<file path="src/rtl/mm_pkg.sv">
// Shared types and constants for the mem_manager read path.
// Used by mm_read_master, its FIFO and user_logic.
package mm_pkg;

  typedef enum logic {
    RD_IDLE,
    RD_READING
  } rd_state_t;

  localparam int BYTES_PER_WORD = 4;

endpackage

</file>
<file path="src/rtl/mm_fifo_fwft.sv">
// First-word-fall-through FIFO: circular buffer, occupancy counter and registered head.
// Ports: clk, reset (sync, active-low), push/din, pop/dout, empty, used (word count).
module mm_fifo_fwft #(
  parameter int DATAWIDTH      = 32,
  parameter int FIFODEPTH      = 32,
  parameter int FIFODEPTH_LOG2 = 5
) (
  input  logic                      clk,
  input  logic                      reset,
  input  logic                      push,
  input  logic [DATAWIDTH-1:0]      din,
  input  logic                      pop,
  output logic [DATAWIDTH-1:0]      dout,
  output logic                      empty,
  output logic [FIFODEPTH_LOG2:0]   used
);

  localparam int L = FIFODEPTH_LOG2;

  localparam logic [L:0] FULL_CNT = (L+1)'(FIFODEPTH);
  localparam logic [L:0] ONE_CNT  = (L+1)'(1);

  logic [DATAWIDTH-1:0] mem_q [FIFODEPTH];

  logic [L-1:0]         wr_ptr_q, wr_ptr_d;
  logic [L-1:0]         rd_ptr_q, rd_ptr_d;
  logic [L-1:0]         rd_nxt;
  logic [L:0]           cnt_q, cnt_d;
  logic [DATAWIDTH-1:0] dout_q, dout_d;

  logic is_empty;
  logic is_full;
  logic do_pop;
  logic do_push;

  assign is_empty = (cnt_q == '0);
  assign is_full  = (cnt_q == FULL_CNT);
  assign do_pop   = pop & ~is_empty;
  assign do_push  = push & (~is_full | do_pop);
  assign rd_nxt   = rd_ptr_q + 1'b1;

  always_comb begin
    wr_ptr_d = wr_ptr_q;
    rd_ptr_d = rd_ptr_q;
    cnt_d    = cnt_q;
    dout_d   = dout_q;

    if (do_push) wr_ptr_d = wr_ptr_q + 1'b1;
    if (do_pop)  rd_ptr_d = rd_nxt;

    case ({do_push, do_pop})
      2'b10:   cnt_d = cnt_q + 1'b1;
      2'b01:   cnt_d = cnt_q - 1'b1;
      default: cnt_d = cnt_q;
    endcase

    // The head register always mirrors the oldest stored word,
    // and keeps its last value once the buffer drains.
    if (is_empty) begin
      if (do_push) dout_d = din;
    end else if (do_pop) begin
      if (cnt_q > ONE_CNT) dout_d = mem_q[rd_nxt];
      else if (do_push)    dout_d = din;
    end
  end

  always_ff @(posedge clk) begin
    if (do_push) mem_q[wr_ptr_q] <= din;
  end

  always_ff @(posedge clk) begin
    if (!reset) begin
      wr_ptr_q <= '0;
      rd_ptr_q <= '0;
      cnt_q    <= '0;
      dout_q   <= '0;
    end else begin
      wr_ptr_q <= wr_ptr_d;
      rd_ptr_q <= rd_ptr_d;
      cnt_q    <= cnt_d;
      dout_q   <= dout_d;
    end
  end

  assign dout  = dout_q;
  assign empty = is_empty;
  assign used  = cnt_q;

endmodule

</file>
<file path="src/rtl/mm_read_master.sv">
// Avalon-MM pipelined read master: base/length request in, word reads out, FWFT buffer back.
// Ports: control_* request/done, user_* buffer pop side, master_* Avalon-MM master.
module mm_read_master
  import mm_pkg::*;
#(
  parameter int ADDRESSWIDTH    = 28,
  parameter int DATAWIDTH       = 32,
  parameter int BYTEENABLEWIDTH = BYTES_PER_WORD,
  parameter int FIFODEPTH       = 32,
  parameter int FIFODEPTH_LOG2  = 5
) (
  input  logic                       clk,
  input  logic                       reset,

  input  logic                       control_fixed_location,
  input  logic [ADDRESSWIDTH-1:0]    control_read_base,
  input  logic [ADDRESSWIDTH-1:0]    control_read_length,
  input  logic                       control_go,
  output logic                       control_done,

  input  logic                       user_read_buffer,
  output logic [DATAWIDTH-1:0]       user_buffer_output_data,
  output logic                       user_data_available,

  output logic [ADDRESSWIDTH-1:0]    master_address,
  output logic                       master_read,
  output logic [BYTEENABLEWIDTH-1:0] master_byteenable,
  input  logic [DATAWIDTH-1:0]       master_readdata,
  input  logic                       master_readdatavalid,
  input  logic                       master_waitrequest
);

  localparam int AW = ADDRESSWIDTH;
  localparam int L  = FIFODEPTH_LOG2;

  localparam logic [AW-1:0] STEP     = AW'(BYTEENABLEWIDTH);
  localparam logic [AW-1:0] LEN_MASK = ~(AW'(BYTEENABLEWIDTH - 1));
  localparam logic [L+1:0]  DEPTH_W  = (L+2)'(FIFODEPTH);

  rd_state_t     state_q, state_d;
  logic [AW-1:0] addr_q, addr_d;
  logic [AW-1:0] remain_q, remain_d;
  logic [L:0]    pend_q, pend_d;
  logic          fixed_q, fixed_d;
  logic          done_q, done_d;

  logic [L:0]    fifo_used;
  logic          fifo_empty;
  logic [AW-1:0] masked_len;
  logic [L+1:0]  occupancy;
  logic          has_room;
  logic          rd_req;
  logic          accept;

  assign masked_len = control_read_length & LEN_MASK;

  // Words buffered plus words still in flight must fit in the FIFO,
  // so a returning word always has a free slot.
  assign occupancy = {1'b0, fifo_used} + {1'b0, pend_q};
  assign has_room  = (occupancy < DEPTH_W);

  assign rd_req = (state_q == RD_READING) & (remain_q != '0) & has_room;
  assign accept = rd_req & ~master_waitrequest;

  always_comb begin
    state_d  = state_q;
    addr_d   = addr_q;
    remain_d = remain_q;
    fixed_d  = fixed_q;
    done_d   = done_q;
    pend_d   = pend_q;

    case ({accept, master_readdatavalid})
      2'b10:   pend_d = pend_q + 1'b1;
      2'b01:   pend_d = pend_q - 1'b1;
      default: pend_d = pend_q;
    endcase

    unique case (state_q)
      RD_IDLE: begin
        if (control_go) begin
          addr_d   = control_read_base;
          remain_d = masked_len;
          fixed_d  = control_fixed_location;
          if (masked_len != '0) begin
            state_d = RD_READING;
            done_d  = 1'b0;
          end
        end
      end
      RD_READING: begin
        if (accept) begin
          remain_d = remain_q - STEP;
          if (!fixed_q) addr_d = addr_q + STEP;
        end
        // Finish on the edge that lands the last word.
        if ((remain_d == '0) && (pend_d == '0)) begin
          state_d = RD_IDLE;
          done_d  = 1'b1;
        end
      end
    endcase
  end

  always_ff @(posedge clk) begin
    if (!reset) begin
      state_q  <= RD_IDLE;
      addr_q   <= '0;
      remain_q <= '0;
      pend_q   <= '0;
      fixed_q  <= 1'b0;
      done_q   <= 1'b1;
    end else begin
      state_q  <= state_d;
      addr_q   <= addr_d;
      remain_q <= remain_d;
      pend_q   <= pend_d;
      fixed_q  <= fixed_d;
      done_q   <= done_d;
    end
  end

  mm_fifo_fwft #(
    .DATAWIDTH      (DATAWIDTH),
    .FIFODEPTH      (FIFODEPTH),
    .FIFODEPTH_LOG2 (FIFODEPTH_LOG2)
  ) u_fifo (
    .clk   (clk),
    .reset (reset),
    .push  (master_readdatavalid),
    .din   (master_readdata),
    .pop   (user_read_buffer),
    .dout  (user_buffer_output_data),
    .empty (fifo_empty),
    .used  (fifo_used)
  );

  assign control_done        = done_q;
  assign user_data_available = ~fifo_empty;
  assign master_address      = addr_q;
  assign master_read         = rd_req;
  assign master_byteenable   = '1;

endmodule

</file>
<file path="config.mk">
export PLATFORM = sky130hd
export DESIGN_NAME = mm_read_master
export DESIGN_NICKNAME = d
export VERILOG_FILES = /design/src/rtl/mm_pkg.sv /design/src/rtl/mm_fifo_fwft.sv /design/src/rtl/mm_read_master.sv
export SDC_FILE = /design/constraint.sdc
export NUM_CORES = 1
export LEC_CHECK = 0
export ABC_AREA = 1
export CAP_MARGIN = 30
export CORE_ASPECT_RATIO = 1.2
export CORE_MARGIN = 4
export CORE_UTILIZATION = 52
export CTS_CLUSTER_SIZE = 30
export DETAILED_ROUTE_END_ITERATION = 12
export GPL_ROUTABILITY_DRIVEN = 0
export PLACE_DENSITY = 0.69
export SYNTH_ARGS = -nofsm -noshare
export SYNTH_HDL_FRONTEND = slang
export SYNTH_SLANG_ARGS = --single-unit
</file>
<file path="constraint.sdc">
create_clock -name clk -period 5.9 [get_ports clk]
set_input_delay 1.475 -clock clk [delete_from_list [all_inputs] [get_ports clk]]
set_output_delay 1.475 -clock clk [all_outputs]
set_load 0.05 [all_outputs]
</file>
# Yosys cells after proc, flatten, opt, wreduce, memory -nomap -nowiden
# Memories as Yosys holds them, arrays and structs flattened.
# Cells that the tools add are included.
[totals]
mem_count = 1
output_inout_bits = 67
register_bits = 113
inputBits = 95
ramBits = 1024
[classes]
eq_ne = 10
n_bitwise = 10
muxes = 24
addsub = 9
n_reduce_logical = 11
order_cmp = 2
[memory_table]
columns = ["name", "words", "word_bits", "read_ports", "rd_clocked_by_memory_dff", "write_ports", "line", "source"]
rows = [
  ["u_fifo.mem_q", 32, 32, 1, 0, 1, "mm_fifo_fwft.sv:23", "logic [DATAWIDTH-1:0] mem_q [FIFODEPTH];"],
]
[op_table]
columns = ["operator", "n"]
rows = [
  ["two-way mux 28 bit", 6],
  ["two-way mux 32 bit", 4],
  ["one-hot mux 28 bit (2 select lines)", 2],
  ["nonzero test 28 bit", 2],
  ["adder 28 x 3 -> 28 bit (second input constant)", 1],
  ["logical NOT 28 bit", 1],
  ["subtractor 28 x 3 -> 28 bit (second input constant)", 1],
  ["one-hot mux 6 bit (2 select lines)", 2],
  ["adder 6 x 1 -> 6 bit (second input constant)", 2],
  ["logical NOT 6 bit", 2],
  ["subtractor 6 x 1 -> 6 bit (second input constant)", 2],
  ["adder 5 x 1 -> 5 bit (second input constant)", 2],
  ["two-way mux 1 bit", 8],
  ["adder 6 x 6 -> 7 bit", 1],
  ["< comparator 7 x 6 -> 1 bit (second input constant)", 1],
  ["equality test 6 bit (second input constant)", 1],
  ["> comparator 6 x 1 -> 1 bit (second input constant)", 1],
  ["!= test 2 bit (second input constant)", 3],
  ["AND reduction 3 bit", 2],
  ["bitwise AND 1 bit", 5],
  ["equality test 2 x 1 -> 1 bit (second input constant)", 2],
  ["equality test 2 bit (second input constant)", 2],
  ["!= test 2 x 1 -> 1 bit (second input constant)", 2],
  ["NOT 1 bit", 4],
  ["other kinds (5)", 7],
]

# Longest topological paths before layout
# Gate-level depths: netlist (run 1).
[depth]
word_depth = 10
ltp_mapped = 28
ltp_nobuf = 26

# By module
# A second synthesis (run 1) with hierarchy kept.
[hier_totals]
hier_cells = 5240
hier_area_um2 = 50771.2
[by_module_without_submodules]
columns = ["module", "n_inst", "area_each_um2", "cells_each", "seq_area_each_um2"]
rows = [
  ["mm_fifo_fwft", 1, 45805.2, 4444, 31710.4],
  ["mm_read_master", 1, 4966.0, 796, 1261.2],
]

# Worst setup path after synthesis (run 1)
# OpenSTA, ideal clock, no wires.
[synth_path]
path_kind = "input-to-reg"
from = "input user_read_buffer"
to = "memory u_fifo.mem_q[31][0] (enable)"
t_arrival_ns = 4.239
setup_slack_ns = 1.197
path_buffers = 0
path_stages = 6
setup_time_ns = 0.464
path_cell_list = "inv_1 -> nand4_1 -> nand2_1 -> inv_2 -> nand2_1 -> nor3_1"
[synth_via]
elab_chain_len = 5
[synth_lines]
columns = ["item", "line", "source"]
rows = [
  ["start: declaration", "mm_read_master.sv:21", "input logic user_read_buffer,"],
  ["bitwise AND 1 bit", "mm_fifo_fwft.sv:38", "assign do_pop = pop & ~is_empty;"],
  ["OR 1 bit", "mm_fifo_fwft.sv:39", "assign do_push = push & (~is_full | do_pop);"],
  ["bitwise AND 1 bit", "mm_fifo_fwft.sv:39", ""],
  ["two-way mux 1 bit", "mm_fifo_fwft.sv:68", "if (do_push) mem_q[wr_ptr_q] <= din;"],
  ["two-way mux 1 bit (not written as such)", "mm_fifo_fwft.sv:68", ""],
  ["end: declaration", "mm_fifo_fwft.sv:23", ""],
]
# Every way passes these cells.

# Worst setup path after layout (run 1)
[layout_path]
from = "register pend_q[3]"
to = "output master_read"
[layout_via]
elab_chain_len = 3
[layout_lines]
columns = ["item", "line", "source"]
rows = [
  ["start: declaration", "mm_read_master.sv:43", "logic [L:0] pend_q, pend_d;"],
  ["start signal: assignment", "mm_read_master.sv:117", "pend_q <= pend_d;"],
  ["adder 6 x 6 -> 7 bit", "mm_read_master.sv:59", "assign occupancy = {1'b0, fifo_used} + {1'b0, pend_q};"],
  ["< comparator 7 x 6 -> 1 bit", "mm_read_master.sv:60", "assign has_room = (occupancy < DEPTH_W);"],
  ["bitwise AND 1 bit", "mm_read_master.sv:62", "assign rd_req = (state_q == RD_READING) & (remain_q != '0) & has_room;"],
  ["end: declaration", "mm_read_master.sv:26", "output logic master_read,"],
]
# Every way passes these cells.

==> results.tsv, run 1 <==
metric	value	unit
seq_area	33000	µm²
grt_overflow	0	
drv_slew	0	
ios	162	
row_count	120	
htreeDepth	3	
yosysMostFrequentCell	edfxtp_1	
cp.arrival	3.76	ns
ys_seq_area_share	70.5	%
dr.pass1.iters	7	
power	23600	µW
clockBufferDepth	3	
root_buffer	clkbuf_16	
rsz0062_at_grt	false	
netlist_area	46800	µm²
synth-edff-count	1024	
cp_max_fo	22	
ys_ff_latch	1135	
worst_slew_pin_slew	1.09	ns
synth_cells	3892	
fin_crit	5.24	ns
antenna_left	0	
cts_resized	0	
async_flop_share	0	%
setup.worst_path.class	reg2out	
cp-start-kind	register	
ys_types	45	
finalClockSkew	0.0318	ns
critPathCaptureType	output pin	
hold_path.class	reg2reg	
port_buffers	155	
timing.max_cap.violations	0	
worstPathRequired	4.43	ns
numCtsBuffers	107	
cts_tree	yes	
max_slew_margin	27.4	%
fp.dieH	337	µm
pwr_density_cell	439	nW/µm²
syn2layout_area_growth	14.7	%
synth-main-ff-cell	edfxtp_1	
cts.sinks	1135	
grt_util_all_layers	26.1	%
synth_area_leader_cell	edfxtp_1	
grt_start_max_net_pins	208	
setup_viol	0	
dieArea	94900	µm²
dp_hpwl	71000	µm
grt_pass1_wl	189000	µm
clock_latency	0.70	ns
syn_avg_cell_area	12.0	µm²
stdcell_count	5236	
p_leak	0.0174	µW
coreArea	89200	µm²
via_per_inst	6.21	
tns	0	ns
clk_pin_slew	0.06	ns
status	completed	
multi_input_area	12500	µm²
drc	0	
holdWs	0.463	ns
die_w	282	µm
dp_cells	5039	
hold_violations	0	
grt_pass1_vias	31200	
nets	4103	
start_util	52.5	%
nFillCells	6953	
drt-wirelength-per-cell	24.0	µm
synth_top_area_share	65.7	%
first_iter_violations	3897	
synthTopCellsByArea	edfxtp_1 66%, o21ai_0 6.3%, nor2_1 5.5%	
max_freq	191	MHz
drive_gt1_share	7.88	%
finalCritPeriodShare	88.8	%
synthTopCellsByCount	1,024 x edfxtp_1, 690 x nor2_1, 585 x o21ai_0	
grt_antenna_before_repair	1	
vias	32500	
routed_wirelength	126000	µm
hold_buffers	0	
ir_drop	356	µV
ys_warn_count	0	
postCtsSetupRepairBufs	0	
-- area by class of cell --
type / count / area share [%]
clock buffers: 143 / 5.30
flip-flops and latches: 1135 / 61.5
repair buffers: 261 / 5.20
diodes: 2 / 0.00933
multi-input cells: 2370 / 23.3
clock inverters: 52 / 1.18
well taps: 1159 / 2.70
inverters: 114 / 0.823
-- sequential cells by signal, indices dropped and copies added (netlist names) --
name	count
fixed_q	1
u_fifo.dout	32
u_fifo.wr_ptr_q	5
master_address	28
state_q	1
remain_q	26
pend_q	6
u_fifo.used	6
u_fifo.rd_ptr_q	5
control_done	1
u_fifo.mem_q	1024
-- routing by layer --
layer | wire length, µm | share of wire [%] | global-route usage (%)
met1 | 49800 | 40 | 35.0
met2 | 61100 | 49 | 43.6
met3 | 10300 | 8.2 | 3.68
met4 | 4300 | 3.4 | 9.86
met5 | 0 | 0 | 0
-- worst max-delay path: stages (launching register included) --
cell	delay, ns
dfxtp_1	0.43
ha_1	0.26
nand2_1	0.06
inv_1	0.04
nand2_1	0.05
nand3_1	0.08
nor2_2	0.81
nand2_1	0.29
inv_2	0.23
clkdlybuf4s50_1	0.83
-- cells in the final DEF, fill, tap and decap left out, types with 18 or more instances in the layout --
master              n
inv_1             102
o211ai_1           98
o22ai_1            99
clkbuf_16         108
buf_12             29
o21ai_0           584
nor2_1            659
a221oi_1           27
buf_4              69
nand2_1           285
ha_1               18
o221ai_1          159
xor2_1             19
a31oi_1            38
edfxtp_1         1024
clkbuf_1           34
nor2_4             32
clkdlybuf4s50_1   154
dfxtp_1           109
nand3_1           174
a21oi_1            67
nand4_1            23
-- worst paths after layout --
path	depth (start not counted)	slack, ns	end	start
worst max-delay path	9	0.66	master_read	pend_q[3]$_SDFF_PN0_
worst min-delay path	2	0.46	u_fifo.dout[23]$_SDFFE_PN0P_	u_fifo.dout[23]$_SDFFE_PN0P_
worst max register to register	25	1.50	state_q$_SDFF_PN0_	pend_q[3]$_SDFF_PN0_
worst min register to register	2	0.46	u_fifo.dout[23]$_SDFFE_PN0P_	u_fifo.dout[23]$_SDFFE_PN0P_
-- stage by stage --
stage / utilization (%) / worst slack, ns / instance area, µm²
6_report: 60.2 / 0.662 / 53700
5_1_grt: 60.2 / 0.537 / 53700
4_1_cts: 60.2 / 0.688 / 53700
3_5_place_dp: 56.3 / 1.23 / 50200
3_3_place_gp: 56.1 / 1.24 / 50000
2_1_floorplan: - / 1.20 / 46800
-- power by group --
group	switching, µW	total [µW]	internal (µW)
clock network	2920	6870	3950
registers	220	9170	8950
logic	5290	7540	2250
-- logic make-up after synthesis --
kind of cell | after synthesis | synth area share, %
adders and majority gates | 19 | 0.508
buffers and inverters | 390 | 3.43
xor gates and xnor gates | 32 | 0.615
other | 1 | 0.00801
DFF | 1135 | 70.5
AOI/OAI and AO/OA | 1110 | 14.5
and+or+nand+nor | 1205 | 10.5
No activity file was read; power rests on OpenSTA's default activity.
==> run 2: changes to the inputs <==
- CTS_CLUSTER_DIAMETER: default -> 30
==> results.tsv, run 2 (synthesized netlist as in run 1, its figures left out) <==
metric	value	unit	change
postCtsSetupRepairBufs	0		unchanged
setup_viol	0		unchanged
nets	4161		+1.4%
hold_path.class	reg2reg		
grt_pass1_wl	193000	µm	+2.3%
p_sw_share	34.4	%	-1.3 points
cp_max_fo	22		unchanged
fp.dieH	337	µm	unchanged
p_comb_share	28.3	%	-3.7 points
max_freq	190	MHz	-0.61%
cts_tree	yes		
row_count	120		unchanged
root_buffer	clkbuf_16		
layout_commonest_cell	edfxtp_1		
cp-start-kind	register		
largest_reg_flops	1024		unchanged
first_iter_violations	3989		+2.4%
switchingPower	9260	µW	+9.8%
power_frac_seq	34.2	%	-4.7 points
clock_latency	0.76	ns	+0.06 ns
routed_wirelength	128000	µm	+2.3%
drive_gt1_share	10.6	%	+2.7 points
timing.max_cap.violations	0		unchanged
worst_slew_pin_slew	1.10	ns	+0.0115 ns
drv_slew	0		unchanged
tns	0	ns	unchanged
pwr-share-clk	37.6	%	+8.5 points
critPathCaptureType	output pin		
antenna_left	0		unchanged
start_util	52.5	%	unchanged
grt_pass1_vias	32200		+3.2%
fin_crit	5.27	ns	+0.0319 ns
port_buffers	155		unchanged
hold_buffers	0		unchanged
cts_resized	0		unchanged
vias	33200		+2.2%
coreArea	89200	µm²	unchanged
grt_antenna_before_repair	1		unchanged
cts.sinks	1135		unchanged
status	completed		
layout_common_cells	1,024 x edfxtp_1, 659 x nor2_1, 584 x o21ai_0, 285 x nand2_1, 174 x nand3_1		
syn2layout_area_growth	19.7	%	
power	26900	µW	+14%
die_w	282	µm	unchanged
dp_hpwl	71000	µm	unchanged
drc	0		unchanged
setup.worst_path.class	reg2out		
numCtsBuffers	165		+54%
pwr_density_cell	480	nW/µm²	+9.3%
clockBufferDepth	3		unchanged
p_leak	0.0185	µW	+6.3%
ios	162		unchanged
intPower	17600	µW	+16%
cp.arrival	3.80	ns	+0.04 ns
grt_util_all_layers	26.8	%	+0.70 points
hold_violations	0		unchanged
max_slew_margin	26.7	%	-0.77 points
rsz0062_at_grt	false		
htreeDepth	4		+1
finalCritPeriodShare	89.3	%	+0.54 points
regMostFlops	u_fifo.mem_q		
via_per_inst	6.22		about the same
dieArea	94900	µm²	unchanged
grt_overflow	0		unchanged
grt_start_max_net_pins	208		unchanged
clk_pin_slew	0.05	ns	about the same
dr.pass1.iters	6		-1
drt-wirelength-per-cell	24.0	µm	+0.14%
worstPathRequired	4.43	ns	about the same
ir_drop	308	µV	-13%
finalClockSkew	0.0236	ns	-0.00820 ns
[run 2: metal layers]
metal,GRT usage (%),vias to the layer above,routed length [µm]
met4,11.8,0,4780
met2,44.2,1728,62200
met1,35.4,16400,50400
met3,4.37,282,11000
li1,-,14900,-
met5,0,-,0
[run 2: final cells by class]
class	instances	area [µm²]
Fill cell	6643	33200
Timing Repair Buffer	261	2790
Antenna cell	2	5.00
Clock buffer	180	4230
Sequential cell	1135	33000
Multi-Input combinational cell	2370	12500
Inverter	114	442
Tap cell	1159	1450
Clock inverter	128	1570
[run 2: metrics by stage]
stage          utilization, %  worst slack, ns  std cells  hold WS [ns]  area, µm²
2_1_floorplan               -             1.20       3895         0.456      46800
3_3_place_gp             56.1             1.24       5031         0.451      50000
3_5_place_dp             56.3             1.23       5039         0.461      50200
4_1_cts                  62.8            0.623       5347         0.466      56000
5_1_grt                  62.8            0.461       5347         0.494      56000
6_report                 62.8            0.630       5349         0.463      56000
[run 2: path summary, 6_finish.rpt]
| kind | from | cells after the start | slack [ns] | end |
|---|---|---|---|---|
| setup / recovery | pend_q[3]$_SDFF_PN0_ | 9 | 0.63 | master_read |
| hold / removal | u_fifo.dout[23]$_SDFFE_PN0P_ | 2 | 0.46 | u_fifo.dout[23]$_SDFFE_PN0P_ |
| setup reg to reg | pend_q[3]$_SDFF_PN0_ | 25 | 1.54 | state_q$_SDFF_PN0_ |
| hold reg to reg | u_fifo.dout[23]$_SDFFE_PN0P_ | 2 | 0.46 | u_fifo.dout[23]$_SDFFE_PN0P_ |
[run 2: worst max-delay path, stage by stage, from the launching register on]
cell and delay, ns:
dfxtp_1 0.42, ha_1 0.27, nand2_1 0.06, inv_1 0.04
nand2_1 0.05, nand3_1 0.08, nor2_2 0.78, nand2_1 0.28
inv_2 0.23, clkdlybuf4s50_1 0.83
[run 2: power by group through the flow]
stage / registers (µW) / logic [µW] / clock network (µW)
floorplan: 9570 / 4680 / 0
global route: 9200 / 8250 / 10600
CTS: 9180 / 7520 / 10200
finish: 9180 / 7600 / 10100
detailed placement: 9340 / 7450 / 0
global placement: 9340 / 7300 / 0
